===== src/rtl/conv11_output_writer_if.sv =====
// Bundle between the conv11 output writer, the layer controller, the result buffer
// and the downstream byte stream. master = writer side, slave = environment side.
interface conv11_output_writer_if #(
   parameter int unsigned ADDR_W = 6,
   parameter int unsigned ACC_W  = 32
);
   logic              output_start;
   logic              output_done;
   logic              rd_en;
   logic [ADDR_W-1:0] rd_addr;
   logic [ACC_W-1:0]  rd_data;
   logic [7:0]        m_data;
   logic              m_valid;
   logic              m_ready;
   logic              m_last;

   modport master (
      input  output_start, rd_data, m_ready,
      output output_done, rd_en, rd_addr, m_data, m_valid, m_last
   );

   modport slave (
      output output_start, rd_data, m_ready,
      input  output_done, rd_en, rd_addr, m_data, m_valid, m_last
   );
endinterface


===== src/rtl/conv11_output_writer.sv =====
// conv11 output stage: reads N_OUT accumulators, applies ReLU + shift + u8 saturation,
// streams the bytes out and pulses output_done after the last accepted byte.
module conv11_output_writer #(
   parameter int unsigned N_OUT  = 64,
   parameter int unsigned ADDR_W = 6,
   parameter int unsigned ACC_W  = 32,
   parameter int unsigned SHIFT  = 8
) (
   input logic                    clk,
   input logic                    rst,
   conv11_output_writer_if.master if_wr
);

   localparam logic [ADDR_W-1:0] LAST_IDX = ADDR_W'(N_OUT - 1);

   typedef enum logic [2:0] {
      S_IDLE,
      S_READ,
      S_WAIT,
      S_SEND,
      S_DONE,
      S_HOLD
   } state_t;

   state_t            r_state;
   logic [ADDR_W-1:0] r_idx;
   logic [ADDR_W-1:0] r_rd_addr;
   logic              r_rd_en;
   logic              r_m_valid;
   logic [7:0]        r_m_data;
   logic              r_m_last;
   logic              r_done;

   wire               w_start     = if_wr.output_start;
   wire               w_accept    = r_m_valid & if_wr.m_ready;
   wire               w_is_last   = (r_idx == LAST_IDX);
   wire               w_in_run    = (r_state == S_READ) || (r_state == S_WAIT) ||
                                    (r_state == S_SEND);

   // ReLU, arithmetic shift (operand is non-negative once ReLU passes) and u8 clamp
   function automatic logic [7:0] quant(input logic [ACC_W-1:0] x);
      logic [ACC_W-1:0] v;
      logic [7:0]       q;
      v = x >> SHIFT;
      if (x[ACC_W-1])
         q = 8'd0;
      else if (v > ACC_W'(255))
         q = 8'hFF;
      else
         q = v[7:0];
      return q;
   endfunction

   always_ff @(posedge clk) begin
      if (!rst) begin
         r_state   <= S_IDLE;
         r_idx     <= '0;
         r_rd_addr <= '0;
         r_rd_en   <= 1'b0;
         r_m_valid <= 1'b0;
         r_m_data  <= 8'd0;
         r_m_last  <= 1'b0;
         r_done    <= 1'b0;
      end else begin
         r_rd_en <= 1'b0;
         r_done  <= 1'b0;
         if (w_in_run && !w_start) begin
            // Controller withdrew the request: drop the run, nothing counts as delivered
            r_state   <= S_IDLE;
            r_idx     <= '0;
            r_m_valid <= 1'b0;
            r_m_last  <= 1'b0;
         end else begin
            case (r_state)
               S_IDLE: begin
                  if (w_start) begin
                     r_state   <= S_READ;
                     r_idx     <= '0;
                     r_rd_addr <= '0;
                     r_rd_en   <= 1'b1;
                  end
               end
               S_READ: r_state <= S_WAIT;
               S_WAIT: begin
                  r_m_data  <= quant(if_wr.rd_data);
                  r_m_last  <= w_is_last;
                  r_m_valid <= 1'b1;
                  r_state   <= S_SEND;
               end
               S_SEND: begin
                  if (w_accept) begin
                     r_m_valid <= 1'b0;
                     r_m_last  <= 1'b0;
                     if (w_is_last) begin
                        r_done  <= 1'b1;
                        r_state <= S_DONE;
                     end else begin
                        r_idx     <= r_idx + ADDR_W'(1);
                        r_rd_addr <= r_idx + ADDR_W'(1);
                        r_rd_en   <= 1'b1;
                        r_state   <= S_READ;
                     end
                  end
               end
               S_DONE: r_state <= S_HOLD;
               S_HOLD: begin
                  if (!w_start) r_state <= S_IDLE;
               end
               default: r_state <= S_IDLE;
            endcase
         end
      end
   end

   assign if_wr.output_done = r_done;
   assign if_wr.rd_en       = r_rd_en;
   assign if_wr.rd_addr     = r_rd_addr;
   assign if_wr.m_valid     = r_m_valid;
   assign if_wr.m_data      = r_m_data;
   assign if_wr.m_last      = r_m_last;

endmodule


===== src/flat_wrapper.sv =====
// flat-port wrapper written by rule: the top's interface ports become plain ports
module conv11_output_writer_flat 
#(
   parameter int unsigned N_OUT  = 64,
   parameter int unsigned ADDR_W = 6,
   parameter int unsigned ACC_W  = 32,
   parameter int unsigned SHIFT  = 8
)
  (clk, rst, if_wr_output_start, if_wr_rd_data, if_wr_m_ready, if_wr_output_done, if_wr_rd_en, if_wr_rd_addr, if_wr_m_data, if_wr_m_valid, if_wr_m_last);
  conv11_output_writer_if #(.ADDR_W(ADDR_W), .ACC_W(ACC_W)) if_wr_i ();
  input logic clk;
  input logic rst;
  input wire logic [$bits(if_wr_i.output_start)-1:0] if_wr_output_start;
  input wire logic [$bits(if_wr_i.rd_data)-1:0] if_wr_rd_data;
  input wire logic [$bits(if_wr_i.m_ready)-1:0] if_wr_m_ready;
  output wire logic [$bits(if_wr_i.output_done)-1:0] if_wr_output_done;
  output wire logic [$bits(if_wr_i.rd_en)-1:0] if_wr_rd_en;
  output wire logic [$bits(if_wr_i.rd_addr)-1:0] if_wr_rd_addr;
  output wire logic [$bits(if_wr_i.m_data)-1:0] if_wr_m_data;
  output wire logic [$bits(if_wr_i.m_valid)-1:0] if_wr_m_valid;
  output wire logic [$bits(if_wr_i.m_last)-1:0] if_wr_m_last;
  assign if_wr_i.output_start = if_wr_output_start;
  assign if_wr_i.rd_data = if_wr_rd_data;
  assign if_wr_i.m_ready = if_wr_m_ready;
  assign if_wr_output_done = if_wr_i.output_done;
  assign if_wr_rd_en = if_wr_i.rd_en;
  assign if_wr_rd_addr = if_wr_i.rd_addr;
  assign if_wr_m_data = if_wr_i.m_data;
  assign if_wr_m_valid = if_wr_i.m_valid;
  assign if_wr_m_last = if_wr_i.m_last;
  conv11_output_writer #(.N_OUT(N_OUT), .ADDR_W(ADDR_W), .ACC_W(ACC_W), .SHIFT(SHIFT)) u_core (.clk(clk), .rst(rst), .if_wr(if_wr_i));
endmodule

===== config.mk =====
export PLATFORM = sky130hd
export DESIGN_NAME = conv11_output_writer_flat
export DESIGN_NICKNAME = d
export VERILOG_FILES = /design/src/rtl/conv11_output_writer_if.sv /design/src/rtl/conv11_output_writer.sv /design/src/flat_wrapper.sv
export SDC_FILE = /design/constraint.sdc
export NUM_CORES = 1
export LEC_CHECK = 0
export BUFFER_PORTS_ARGS = -buffer_cell sky130_fd_sc_hd__buf_4
export CAP_MARGIN = 20
export CORE_UTILIZATION = 47
export DETAILED_ROUTE_END_ITERATION = 7
export GPL_ROUTABILITY_DRIVEN = 0
export PLACE_DENSITY = 0.75
export SLEW_MARGIN = 20
export SYNTH_ARGS = -nofsm -noshare
export SYNTH_HDL_FRONTEND = slang
export SYNTH_SLANG_ARGS = --single-unit

===== constraint.sdc =====
create_clock -name clk -period 2 [get_ports clk]
set_input_delay 0.2 -clock clk [delete_from_list [all_inputs] [get_ports clk]]
set_output_delay 0.2 -clock clk [all_outputs]
set_load 0.05 [all_outputs]

==> qor.txt, run 1 <==
Outcome = finished clean
DR iter-0 viols = 40
Hold Crit Class = input port to flip-flop
Clock root buffer = clkbuf_4
Critical path startpoint = u_core.r_idx[0]$_SDFFE_PP0P_
Setup violators final = 0
H-tree depth = 1
Cell family with most CP delay = compound AO/OA/AOI/OAI gates
Post-synth ARST share = 0
Share of post-route cells with drive strength above 1 = 0.290
Max rail drop VDD = 376 µV
P_leak = 0.726 nW
Via count = 1,351
RR Startpoint = u_core.r_idx[0]$_SDFFE_PP0P_
Kind of end point of the critical path = flip-flop
Clock sinks = 27
Post-Synth Simple-Gate Area = 0.267
Post-CTS Setup Inserts = 0
Crit Path Class = flip-flop to flip-flop
CTS tree = yes
Total Nets Final = 245
# DRC = 0
Port Buffers = 45
GRT overflow = 0
Fmax = 534 MHz
Synth Area in Compound Gates = 0.227
Vias in the first global route = 1,049
Reg-to-reg setup timing slack = 130 ps
Clock edge transition at the registers on the reported setup and hold paths = 140 ps
Synth warnings = 0
CP Buf/Inv Count = 0
Crit path launch type = flip-flop
Setup_tns = 0 ps
Chip width = 54.9 µm
Worst path max stage delay = 490 ps
DRT Pass-1 Iters = 5
Final HPWL DP = 2.32 mm
Relative slew slack = 0.592
CP max stage cell = a311o_4
Die Ht = 54.9 µm
Die area = 3020 µm²
XOR/XNOR Fraction of Synth Area = 0.0266
RR Endpoint = u_core.r_idx[2]$_SDFFE_PP0P_
GR Util All Layers = 0.226
Main synth FF type = dfxtp_1
Clk Latency, worst-skew pair = 330 ps
Initial Utilization = 0.513
Ports = 54
First-pass GRT wire length = 4.89 mm
Critical-path cell list = ha_1, and3_1, a311o_4, o31a_4, o21ai_1, a21oi_1
Initial antenna violation count = 0
Core Area = 2570 µm²
Post-DRT Antenna Nets = 0
Hold Slack = 113 ps
Hold-fix buffers at CTS = 0
Max clock buf depth = 2
Yosys cell types = 40
Drt via density = 5.70
Final Skew = 2.17 ps
Power per cell area = 561 nW/µm²
Antenna Cells = 0
WP depth = 6
RSZ-0062 raised after global routing = false
Largest net degree at the start of global routing = 18
Wire per inst = 13.4 µm
Worst-margin pin slew = 612 ps
Post-Synth Adder-Cell Area = 0.00951
Cells after Synth = 163
Cts bufs inserted = 3
Syn avg cell area = 8.08 µm²
Area after DPL = 1670 µm²
CP Max Fanout = 8
Post-synthesis sequential area ratio = 0.411
Commonest non-fill, non-tap cell in the layout = buf_4
Post-route clock period utilization = 0.937
Hold Fails Final Rpt = 0
Largest family of logic cells by synthesized area = simple AND/OR/NAND/NOR gates
Worst EP required = 2240 ps
Most frequent cells in the layout = buf_4, nor2_1, dfxtp_1
Drt total wl = 3.17 mm
Max-slew violation count = 0
Post-CTS sizing = 0
Placement Rows = 18
Layout Area Growth over Synthesis = 29.2%
Critical Path End = u_core.r_idx[2]$_SDFFE_PP0P_
R2R depth = 6
Seq cells post-synth = 27
Mux contribution to synthesized area = 0.0162
Synth Cell Area = 1320 µm²
Max_cap viols = 0
Syn nets = 200
Finished Cell Area = 1700 µm²
EDFF count, synth = 0
CP arrival = 2120 ps
Post-layout min period = 1870 ps
## worst register-to-register path: stages, from the launching register on
cell and delay, ps:
dfxtp_1 390, ha_1 260, and3_1 260, a311o_4 490
o31a_4 170, o21ai_1 140, a21oi_1 70
## kinds of logic after synthesis
| group | Yosys count |
|---|---|
| fa+ha+maj | 1 |
| buf+inv | 11 |
| mux | 2 |
| simple gates | 74 |
| compound gates | 44 |
| flops | 27 |
| xor+xnor | 4 |
## state kept, by name, indices dropped and copies added, names as in the netlist
signal	flops
u_core.if_wr.m_data	8
u_core.if_wr.m_last	1
u_core.if_wr.m_valid	1
u_core.if_wr.output_done	1
u_core.if_wr.rd_addr	6
u_core.if_wr.rd_en	1
u_core.r_idx	6
u_core.r_state	3
## layout make-up
| class | count | area (µm²) |
|---|---|---|
| Fill cell | 239 | 867 |
| Multi-Input combinational cell | 125 | 719 |
| Sequential cell | 27 | 541 |
| Timing Repair Buffer | 49 | 368 |
| Tap cell | 30 | 37.5 |
| Clock buffer | 3 | 22.5 |
| Inverter | 2 | 7.51 |
| Clock inverter | 1 | 5.00 |
## Yosys cell counts (3+ instances only)
library cell,count,area (µm²)
nor2_1,29,109
dfxtp_1,27,541
nand2_1,16,60.1
a21oi_1,15,75.1
o21ai_0,12,60.1
clkbuf_1,6,22.5
nand3_1,6,30.0
nor4_1,5,31.3
nor3_1,4,20.0
and3_1,3,18.8
xnor2_1,3,26.3
## per-layer routing
layer  track usage  vias to the layer above  wire length, µm
li1              -                      674                -
met1         0.329                      635             1460
met2         0.337                       37             1530
met3        0.0328                        5              137
met4        0.0750                        0               42
met5             0                        -                0
## worst min path at each step
| stage | cells after the start | start | slack (ps) | end |
|---|---|---|---|---|
| global route | 3 | if_wr_rd_data[8] | 100 | u_core.if_wr.m_data[0]$_SDFFE_PN0P_ |
| CTS | 3 | if_wr_rd_data[9] | 110 | u_core.if_wr.m_data[1]$_SDFFE_PN0P_ |
| detailed placement | 2 | u_core.if_wr.m_data[1]$_SDFFE_PN0P_ | 450 | u_core.if_wr.m_data[1]$_SDFFE_PN0P_ |
| finish | 3 | if_wr_rd_data[9] | 110 | u_core.if_wr.m_data[1]$_SDFFE_PN0P_ |
| floorplan | 2 | if_wr_rd_data[8] | 360 | u_core.if_wr.m_data[0]$_SDFFE_PN0P_ |
| global placement | 2 | u_core.if_wr.m_data[7]$_SDFFE_PN0P_ | 440 | u_core.if_wr.m_data[7]$_SDFFE_PN0P_ |
## report_power, final
part           switching, mW  internal, mW  total, mW  leakage [nW]
clock network          0.166        0.0753      0.241        0.0177
logic                 0.0877        0.0690      0.157         0.490
registers            0.00735         0.549      0.556         0.219
total                  0.261         0.693      0.954         0.726
## stage by stage
step / util / instances / setup WS [ps] / total power [mW]
final: 0.662 / 237 / 127 / 0.954
after CTS: 0.662 / 237 / 139 / 0.962
after global placement: 0.652 / 233 / 198 / 0.720
after floorplan: - / 163 / 204 / 0.655
after detailed placement: 0.652 / 233 / 162 / 0.723
after global routing: 0.662 / 237 / 8.33 / 0.993
(Power assumes the default switching activity.)
==> run 2: changes to the inputs <==
==> constraint.sdc (replaced) <==
create_clock -name clk -period 2 [get_ports clk]
set_input_delay 0 -clock clk [delete_from_list [all_inputs] [get_ports clk]]
set_output_delay 0 -clock clk [all_outputs]
set_load 0.05 [all_outputs]
==> run 2 against run 1 <==
  * Combinational power up 10%
  * Die area unchanged
  * Final cell count up 3.8%
  * Utilization up 3.5 points
  * Global-route usage up 1.6 points
  * Sequential share of layout area down 1.6 points
  * Critical path type unchanged
  * Fmax down 0.12%
  * Power up 1.7%
==> qor.txt, run 2 (synthesis gave the netlist of run 1 again) <==
Gate power share = 0.178
Crit Path Class = flip-flop to flip-flop
Setup violators final = 0
First-pass GRT wire length = 5.24 mm
Hold path startpoint = if_wr_output_start
GRT overflow = 0
Initial antenna violation count = 0
Clock sinks = 27
Drt via density = 5.58
P_leak = 0.764 nW
Setup_tns = 0 ps
CTS tree = yes
Max reg flops = 8
Critical path startpoint = u_core.r_idx[0]$_SDFFE_PP0P_
Reg-to-reg setup timing slack = 120 ps
Core Area = 2570 µm²
Ports = 54
Hold Crit Class = input port to flip-flop
Sequential Power Share = 0.574
Total Nets Final = 254
Max_cap viols = 0
Post-layout min period = 1880 ps
RR Startpoint = u_core.r_idx[0]$_SDFFE_PP0P_
Clock share of power = 0.248
Wire per inst = 14.1 µm
Clock root buffer = clkbuf_4
Total power = 971 µW
Port Buffers = 45
Worst-margin pin slew = 640 ps
CP Max Fanout = 8
Relative slew slack = 0.573
# DRC = 0
Die Ht = 54.9 µm
Clk Latency, worst-skew pair = 330 ps
Worst EP required = 2240 ps
Sw power = 266 µW
CP arrival = 2110 ps
Max-slew violation count = 0
Layout Area Growth over Synthesis = 36.0%
Pint = 705 µW
Clock edge transition at the registers on the reported setup and hold paths = 150 ps
Commonest non-fill, non-tap cell in the layout = buf_4
Max clock buf depth = 2
Fill count = 217
Drt total wl = 3.47 mm
Vias in the first global route = 1,138
Antenna Cells = 0
Share of post-route cells with drive strength above 1 = 0.278
Fmax = 533 MHz
Power per cell area = 542 nW/µm²
Via count = 1,372
Most frequent cells in the layout = buf_4, nor2_1, dfxtp_1
DR iter-0 viols = 22
Placement Rows = 18
Post-route clock period utilization = 0.938
Cts bufs inserted = 3
Initial Utilization = 0.513
GR Util All Layers = 0.242
Sw frac = 0.274
Die area = 3020 µm²
Final HPWL DP = 2.37 mm
Final Skew = 2.22 ps
Largest net degree at the start of global routing = 18
Chip width = 54.9 µm
Hold Fails Final Rpt = 0
Post-CTS Setup Inserts = 0
RSZ-0062 raised after global routing = false
DRT Pass-1 Iters = 4
Outcome = finished clean
H-tree depth = 1
Max rail drop VDD = 456 µV
Kind of end point of the critical path = flip-flop
Crit path launch type = flip-flop
Post-DRT Antenna Nets = 0
run 2: changes by cell type in the layout (fill, tap and decap cells not counted), sizes merged:
cell         change
dlygate4sd3      +9
run 2: critical path, cell delays in order (launching register included):
cell and delay [ps]:
dfxtp_1 390, ha_1 260, and3_1 260, a311o_4 490, o31a_4 160, o21ai_1 150, a21oi_1 70
run 2: power by group through the flow:
stage / clock [mW] / combinational (mW) / sequential (mW)
after floorplan: 0 / 0.0659 / 0.589
after global placement: 0 / 0.152 / 0.567
after detailed placement: 0 / 0.156 / 0.568
after CTS: 0.249 / 0.171 / 0.556
after global routing: 0.264 / 0.186 / 0.558
final: 0.241 / 0.173 / 0.557
run 2: final timing paths:
check	endpoint	depth (start not counted)
worst max-delay path	u_core.r_idx[2]$_SDFFE_PP0P_	6
worst min register to register	u_core.if_wr.m_data[5]$_SDFFE_PN0P_	2
worst min-delay path	u_core.if_wr.rd_addr[5]$_SDFFE_PN0P_	2
worst max register to register	u_core.r_idx[2]$_SDFFE_PP0P_	6
run 2: stage by stage:
stage          hold WS [ps]  utilization  worst slack [ps]  instance area, µm²  std cells
5_1_grt                26.4        0.697              32.5                1790        246
3_5_place_dp            265        0.652               155                1670        233
6_report               15.3        0.697               125                1790        246
2_1_floorplan           164            -               204                1320        163
3_3_place_gp            251        0.652               201                1670        233
4_1_cts                10.7        0.697               135                1790        246
run 2: timing repair:
action | in CTS | in global routing
gates resized for setup | 0 | 0
hold buffers | 9 | 0
endpoints found under the hold margin | 12 | 0
endpoints found under the setup margin | 0 | 0
run 2: layer usage:
layer | share of wire | global-route usage | vias to the layer above
li1 | - | - | 687
met1 | 0.45 | 0.351 | 641
met2 | 0.50 | 0.365 | 42
met3 | 0.044 | 0.0383 | 2
met4 | 0.0066 | 0.0708 | 0
met5 | 0 | 0 | -
run 2: layout make-up:
type / instances / area [µm²] / share of cell area
inverters: 2 / 7.51 / 0.00419
repair buffers: 58 / 458 / 0.256
well taps: 30 / 37.5 / 0.0210
clock buffers: 3 / 22.5 / 0.0126
flip-flops and latches: 27 / 541 / 0.302
multi-input cells: 125 / 719 / 0.402
clock inverters: 1 / 5.00 / 0.00280
